[config.mk]
export PLATFORM = sky130hd
export DESIGN_NAME = timetag_tx
export DESIGN_NICKNAME = d
export VERILOG_FILES = /design/src/rtl/timetag_tx.sv
export SDC_FILE = /design/constraint.sdc
export NUM_CORES = 1
export LEC_CHECK = 0
export ABC_AREA = 1
export CORE_UTILIZATION = 35
export CTS_BUF_LIST = sky130_fd_sc_hd__clkbuf_4 sky130_fd_sc_hd__clkbuf_8 sky130_fd_sc_hd__clkbuf_16
export CTS_CLUSTER_SIZE = 25
export DETAILED_ROUTE_END_ITERATION = 6
export GPL_ROUTABILITY_DRIVEN = 0
export HOLD_SLACK_MARGIN = 0.06
export PLACE_DENSITY = 0.56
export REMOVE_ABC_BUFFERS = 1
export SLEW_MARGIN = 40
export SYNTH_ARGS = -nofsm -noshare
export SYNTH_HDL_FRONTEND = slang
export SYNTH_SLANG_ARGS = --single-unit
export TNS_END_PERCENT = 10
[constraint.sdc]
create_clock -name clk -period 3.9 [get_ports clk]
set_input_delay 0.78 -clock clk [delete_from_list [all_inputs] [get_ports clk]]
set_output_delay 0.78 -clock clk [all_outputs]
set_load 0.05 [all_outputs]
[src/rtl/timetag_tx.sv]
// timetag_tx: turns each timer period tick into an 8-byte time-tag frame
// (header, six period bytes MSB first, XOR checksum) on a byte-wide
// valid/ready stream. One pending frame absorbs back-pressure; ticks that
// find both the active frame and the pending slot occupied are counted.
module timetag_tx #(
    parameter logic [7:0]  HEADER   = 8'hBC,
    parameter int unsigned PERIOD_W = 48
) (
    input  logic                clk,
    input  logic                rst,
    input  logic                period_done,
    input  logic [PERIOD_W-1:0] period,
    output logic [7:0]          tx_data,
    output logic                tx_k,
    output logic                tx_valid,
    input  logic                tx_ready,
    output logic                busy,
    output logic [7:0]          missed
);

    typedef enum logic [1:0] {
        S_IDLE,
        S_HDR,
        S_DATA,
        S_CSUM
    } state_t;

    state_t        state, state_n;
    logic [2:0]    idx, idx_n;
    logic [47:0]   frame, frame_n;
    logic [47:0]   pend, pend_n;
    logic          pend_v, pend_v_n;
    logic [7:0]    csum, csum_n;
    logic [7:0]    missed_n;
    logic [7:0]    tx_data_n;
    logic          tx_k_n;
    logic          xfer;
    logic          last;

    // Byte i of the frame, i = 0 selects the most significant byte.
    function automatic logic [7:0] byte_sel(input logic [47:0] f, input logic [2:0] i);
        case (i)
            3'd0:    byte_sel = f[47:40];
            3'd1:    byte_sel = f[39:32];
            3'd2:    byte_sel = f[31:24];
            3'd3:    byte_sel = f[23:16];
            3'd4:    byte_sel = f[15:8];
            default: byte_sel = f[7:0];
        endcase
    endfunction

    // tx_valid mirrors state != IDLE, so it doubles as the handshake qualifier.
    assign xfer = tx_valid & tx_ready;

    // Next-state, storage and next-output computation.
    always_comb begin
        state_n  = state;
        idx_n    = idx;
        frame_n  = frame;
        pend_n   = pend;
        pend_v_n = pend_v;
        csum_n   = csum;
        missed_n = missed;
        last     = 1'b0;

        case (state)
            S_IDLE: begin
                if (period_done) begin
                    frame_n = period;
                    csum_n  = '0;
                    state_n = S_HDR;
                end
            end
            S_HDR: begin
                if (xfer) begin
                    idx_n   = '0;
                    state_n = S_DATA;
                end
            end
            S_DATA: begin
                if (xfer) begin
                    csum_n = csum ^ byte_sel(frame, idx);
                    if (idx == 3'd5) begin
                        idx_n   = '0;
                        state_n = S_CSUM;
                    end else begin
                        idx_n = idx + 3'd1;
                    end
                end
            end
            S_CSUM: begin
                if (xfer) begin
                    last = 1'b1;
                    if (pend_v) begin
                        // Pending frame starts immediately; a tick on this
                        // same edge refills the pending slot.
                        frame_n  = pend;
                        pend_v_n = period_done;
                        if (period_done) begin
                            pend_n = period;
                        end
                        csum_n  = '0;
                        state_n = S_HDR;
                    end else if (period_done) begin
                        frame_n = period;
                        csum_n  = '0;
                        state_n = S_HDR;
                    end else begin
                        state_n = S_IDLE;
                    end
                end
            end
            default: state_n = S_IDLE;
        endcase

        // Ticks arriving mid-frame (the CSUM transfer edge is handled above).
        if ((state != S_IDLE) && period_done && !last) begin
            if (!pend_v) begin
                pend_n   = period;
                pend_v_n = 1'b1;
            end else if (missed != '1) begin
                missed_n = missed + 8'd1;
            end
        end

        // Registered outputs are derived from the state being entered.
        tx_data_n = '0;
        tx_k_n    = 1'b0;
        case (state_n)
            S_HDR: begin
                tx_data_n = HEADER;
                tx_k_n    = 1'b1;
            end
            S_DATA:  tx_data_n = byte_sel(frame_n, idx_n);
            S_CSUM:  tx_data_n = csum_n;
            default: tx_data_n = '0;
        endcase
    end

    // State, storage and output registers.
    always_ff @(posedge clk or negedge rst) begin
        if (!rst) begin
            state    <= S_IDLE;
            idx      <= '0;
            frame    <= '0;
            pend     <= '0;
            pend_v   <= 1'b0;
            csum     <= '0;
            missed   <= '0;
            tx_data  <= '0;
            tx_k     <= 1'b0;
            tx_valid <= 1'b0;
            busy     <= 1'b0;
        end else begin
            state    <= state_n;
            idx      <= idx_n;
            frame    <= frame_n;
            pend     <= pend_n;
            pend_v   <= pend_v_n;
            csum     <= csum_n;
            missed   <= missed_n;
            tx_data  <= tx_data_n;
            tx_k     <= tx_k_n;
            tx_valid <= (state_n != S_IDLE);
            busy     <= (state_n != S_IDLE);
        end
    end

endmodule

---- After elaboration in Yosys (flattened, before gate mapping) ----
Index checks and enable logic that the tools add are counted.
Widths: inputs -> output; s select.
cells by class
  $add $sub $neg .......................... 2
  eq/ne operators ......................... 16
  muxes and demuxes ....................... 40
  bitwise logic cells ..................... 2
  reduce and logical (&&, ||, !) cells .... 9
operators by type and width
  kind                 number
  $mux 48              9
  $pmux 48 s2          1
  $pmux 8 s5           2
  $mux 8               6
  $pmux 8 s3           2
  $eq 3x2->1 const B   4
  $mux 1               10
  $mux 2               5
  $eq 3x3->1 const B   3
  $mux 3               3
  $add 8x1->8 const B  1
  $eq 2x2->1 const B   4
  $ne 8x8->1 const B   1
  $pmux 2 s4           1
  $xor 8x8->8          1
  $eq 3x1->1 const B   2
  $logic_not 3->1      2
  $pmux 3 s2           1
  $eq 2x1->1 const B   2
  $reduce_bool 2->1    2
  $add 3x1->3 const B  1
  $reduce_and 3->1     1
  $logic_and 1x1->1    2
  $logic_not 2->1      1
  other kinds (2)      2
word-level totals
  register bits ........................... 128
  input bits .............................. 52
  output and inout bits ................... 19
  word-level logic and storage cells ...... 79

---- Longest topological paths before layout ----
  depth after elaboration ................. 8
  gate-level depth with buffers ........... 17
  gate-level depth less buffers ........... 15

---- Least setup slack after synthesis ----
Ideal clock, no wire load.
  path type ............................... flip-flop to flip-flop
  start point ............................. register idx[2]
  end point ............................... register tx_data[7]
  setup time .............................. 123 ps
  arrival ................................. 1962 ps
  required time ........................... 3777 ps
  setup slack ............................. 1815 ps
  stages on the path, launching flop included .. 16
  path buffers ............................ 3
  period minus slack after synthesis ...... 2085 ps
  cells stage by stage .................... dfrtp_1 buf_2 inv_2 buf_2 ha_1 clkbuf_1 nor2_2 nand2_1 nand2_1 inv_1 nand2_1 nand3_1 nand3_1 nand2_1 o21ai_0 nand2_1
between the ends
  longest elaborated chain between the ends .. 8
  elaborated cells between the ends (all ways) .. 30
  classes of those cells .................. 1 x add/sub; 12 x eq/ne; 14 x mux; 1 x bitwise; 2 x reduce/logical
ends and longest elaborated chain
  what                                      line  source
  start, declared                           29    logic [2:0] idx, idx_n;
  start signal, assigned                    156   idx <= idx_n;
  $eq 3x3->1, or another cell as far along  42    case (i)
  $pmux 8 s5 *                              42
  $mux 8 *                                  81    if (xfer) begin
  $mux 8 *                                  66    case (state)
  $xor 8x8->8 *                             82    csum_n = csum ^ byte_sel(frame, idx);
  $mux 8 *                                  81
  $pmux 8 s3 *                              66
  via csum_n[7]                             33    logic [7:0] csum, csum_n;
  $pmux 8 s3 *                              129   case (state_n)
  via tx_data_n[7]                          35    logic [7:0] tx_data_n;
  end signal, assigned                      162   tx_data <= tx_data_n;
  end, declared                             13    output logic [7:0] tx_data,
Mark *: on every way through the listed nets, which the timed path passes. The rest lies on a longest branch. The select of a mux whose other input is x is not followed.
A chain may end at the register's enable or synchronous reset.

---- Worst setup path after layout ----
  start point ............................. input port tx_ready
  end point ............................... register tx_data[3]
between the ends
  longest elaborated chain between the ends .. 6
  elaborated cells between the ends (all ways) .. 23
  classes of those cells .................. 7 x eq/ne; 14 x mux; 1 x bitwise; 1 x reduce/logical
ends and longest elaborated chain
  what                                      line    source
  start, declared                           16      input logic tx_ready,
  $and 1x1->1 *                             53      assign xfer = tx_valid & tx_ready;
  $mux 3 (on tied branches)                 81, 75
  $pmux 3 s2                                66
  $eq 3x3->1, or another cell as far along  42
  $pmux 8 s5                                42
  $pmux 8 s3 *                              129
  via tx_data_n[3]                          35
Mark *: on every way through the listed nets, which the timed path passes. The rest lies on a longest branch.

==> reports/results.ini <==
[outcome]
status = complete, no violations

[timing]
tns_ns = 0
relSlewSlack_pct = 52.6
fin_crit_ns = 2.95
rsz0062_at_grt = no
worstMarginPinSlew_ns = 0.708
finalHoldViolCount = 0
hold_ws_ns = 0.413
setup_viol_count_final = 0
finalCritPeriodShare_pct = 75.7
fmax_ghz = 0.339
slew_violations = 0
skew_ns = 0.00773

[critical_path]
crit_buf_inv = 1
cp_slowest_cell = clkdlybuf4s50_1
rr_startpoint = state[0]
crit_path_end_kind = register
reg2regPathDepth = 14
max_stage_delay_ns = 0.56
r2r-end = tx_data[3]
cp.arrival_ns = 3.25
rrSetupSlack_ns = 1.01
critPathKind = primary input to register
worstPathMaxFanout = 34
path_cells = clkdlybuf4s50_1 -> nand2_2 -> nand2_4 -> nand2_2 -> nand2_1 -> nand3_1 -> nor2_1 -> nor2_1 -> nor2_1 -> nand3_1 -> nand2_1 -> nand2_1
path_delay_family = simple AND/OR/NAND/NOR gates
start_kind = primary input
required_ns = 4.20

[logic_synthesis]
ys_types = 39
yosys.area.top_type = dfrtp_1
async_flop_share_pct = 100
synth_ff_type = dfrtp_1
ys_seq_elements = 128
synth.area.top_cells = dfrtp_1 (42%), nand2_1 (14%), nor2_1 (9.6%)
netlist.area_leader.share_pct = 42.2
ys_seq_area_share_pct = 42.2
ys_warn_count = 0
synth_edf_count = 0
synth_cells = 1084
synth_area_per_cell_um2 = 7.00
synth_area_um2 = 7590

[clocking]
cts.sinks = 128
clock_latency_ns = 0.42
postCtsSetupRepairBufs = 0
cts_hold_buf = 0
htreeDepth = 4
cts_resized = 0
clock_path_buffers = 2
cts-buffers-inserted = 17
cts_tree = yes
cts_root_buf = clkbuf_16
clkTransAtPathRegs_ns = 0.06

[floorplan]
dieArea_um2 = 22300
io_pins = 71
core_area_um2 = 21200
start_util_pct = 35.9
die_y_um = 149
die_x_um = 149
std_cell_rows = 53

[route]
first_pass_iters = 5
final_antenna_net_count = 0
drt-total-wl_um = 22600
drc = 0
routedWlPerCell_um = 15.8
drtIter0Drc = 542
viasPerCell = 4.90
vias = 7026

[grt]
grt_max_degree = 84
first_global_vias = 6841
grt_pass1_wl_um = 37000
antenna_found_initial = 0
grtUsageTotal_pct = 21.7
grtUsageMet2_pct = 32.9
gr-total-overflow = 0
gr-usage-met3_pct = 3.73
use_met1_pct = 30.9
grt.busiest_layer = met2

[run]
maxCapViolations = 0

[placed_design]
portBuffers = 70
dp_hpwl_um = 16700

[power_and_ir_drop]
pwr_density_cell_nw_per_um2 = 790
switchingPower_mw = 3.20
internal_power_mw = 4.09
p_leak_nw = 4.76
clkPwrFrac_pct = 25.8
comb_power_share_pct = 42.7
pwr-share-seq_pct = 31.5
swShare_pct = 43.9
max-vdd-ir-drop_mv = 0.323

[layout]
nNetsFinal = 1205
final_core_util_pct = 43.6
drive_above_1_share_pct = 7.85
n_antenna_cell = 0
syn2layout_area_growth_pct = 21.7

[worst_hold_path]
hold_class = primary input to async pin

## cell usage after synthesis, types with 4 or more instances
master    number
xor2_1         4
dfrtp_1      128
o21ai_1        7
nand2_1      291
nand4_1       29
nand3b_1      11
nor2_1       194
inv_1        136
o21ai_0       49
nor3_1         9
mux2_1         6
buf_4          5
buf_6          5
a21oi_1       33
ha_1           6
inv_2         11
buf_2         17
nand3_1       78
clkbuf_1      12
nand2_2       10
o211ai_1       5
nor2_2         5
## worst max path at each step
stage                        start          to  cells past startpoint
final                     tx_ready  tx_data[3]                     12
after global routing      tx_ready  tx_data[3]                     14
after CTS                 tx_ready  tx_data[3]                     12
after detailed placement  tx_ready  tx_data[3]                     12
after global placement    tx_ready  tx_data[3]                     12
after floorplan               busy     pend[2]                      4
## flip-flops by register name (all words and copies together), names as in the netlist
register / cells
idx: 3
pend_v: 1
tx_data: 8
tx_k: 1
state: 2
missed: 8
busy: 1
csum: 8
pend: 48
frame: 48
## metal layers
layer,share of wire [%],vias up
met2,44,232
met5,0,-
li1,-,3528
met3,5.4,38
met1,48,3228
met4,2.4,0
## final cells by class
cell class              instances  area, µm²
well taps                     275        344
flip-flops and latches        128       3200
fillers                      2164      11900
inverters                     152        574
clock buffers                  22        488
clock inverters                 9        203
repair buffers                 83        827
multi-input cells             765       3590
## cell usage in the layout, fill, tap and decap left out, types with 3 or more instances in the layout
cell type | synthesis | layout
a21oi_1 | 33 | 33
buf_4 | 5 | 11
bufinv_16 | 0 | 6
clkbuf_16 | 0 | 17
clkbuf_8 | 0 | 5
clkdlybuf4s50_1 | 0 | 69
clkinv_1 | 3 | 3
dfrtp_1 | 128 | 128
ha_1 | 6 | 6
inv_1 | 136 | 136
inv_2 | 11 | 11
mux2_1 | 6 | 6
nand2_1 | 291 | 291
nand2_2 | 10 | 10
nand2_4 | 3 | 3
nand3_1 | 78 | 78
nand3_4 | 3 | 3
nand3b_1 | 11 | 11
nand4_1 | 29 | 29
nor2_1 | 194 | 194
nor2_2 | 5 | 5
nor2_4 | 3 | 3
nor3_1 | 9 | 9
o211ai_1 | 5 | 5
o21ai_0 | 49 | 49
o21ai_1 | 7 | 7
xnor2_1 | 3 | 3
xor2_1 | 4 | 4
## worst reg2reg max path, stage by stage, from the launching register on
cell,delay [ns]
dfrtp_1,0.41
inv_1,0.10
ha_1,0.24
inv_1,0.24
nand2_2,0.38
nand2_4,0.24
clkinv_2,0.27
nand2_1,0.13
nand2_1,0.06
nand2_1,0.12
nor2_1,0.06
nor2_1,0.19
nand3_1,0.13
nand2_1,0.12
nand2_1,0.06
## power by group through the flow
stage          clock network [mW]  logic, mW  registers, mW
4_1_cts                      1.91       3.12           2.29
6_report                     1.88       3.12           2.30
3_5_place_dp                    0       3.11           2.31
3_3_place_gp                    0       3.09           2.30
5_1_grt                      1.96       3.49           2.36
2_1_floorplan                   0       1.85           2.42
## metrics by stage
step	instances	area, µm²	setup slack, ns	power (mW)
floorplan	1045	7360	0.347	4.27
global placement	1403	8540	0.553	5.39
detailed placement	1403	8540	0.559	5.42
CTS	1434	9230	0.999	7.32
global route	1434	9230	0.753	7.81
finish	1434	9230	0.948	7.30
## cell families (layout without fill, tap and decap cells)
group	count (synthesis)	in the layout	share of synthesized area (%)
buffers and inverters	191	266	10.5
flip-flops	128	128	42.2
adder cells (fa/ha/maj)	6	6	0.990
AND/OR/NAND/NOR	641	641	36.9
AO/OA/AOI/OAI	103	103	7.41
XOR/XNOR	7	7	0.808
multiplexers	8	8	1.19
(Power assumes the default switching activity.)
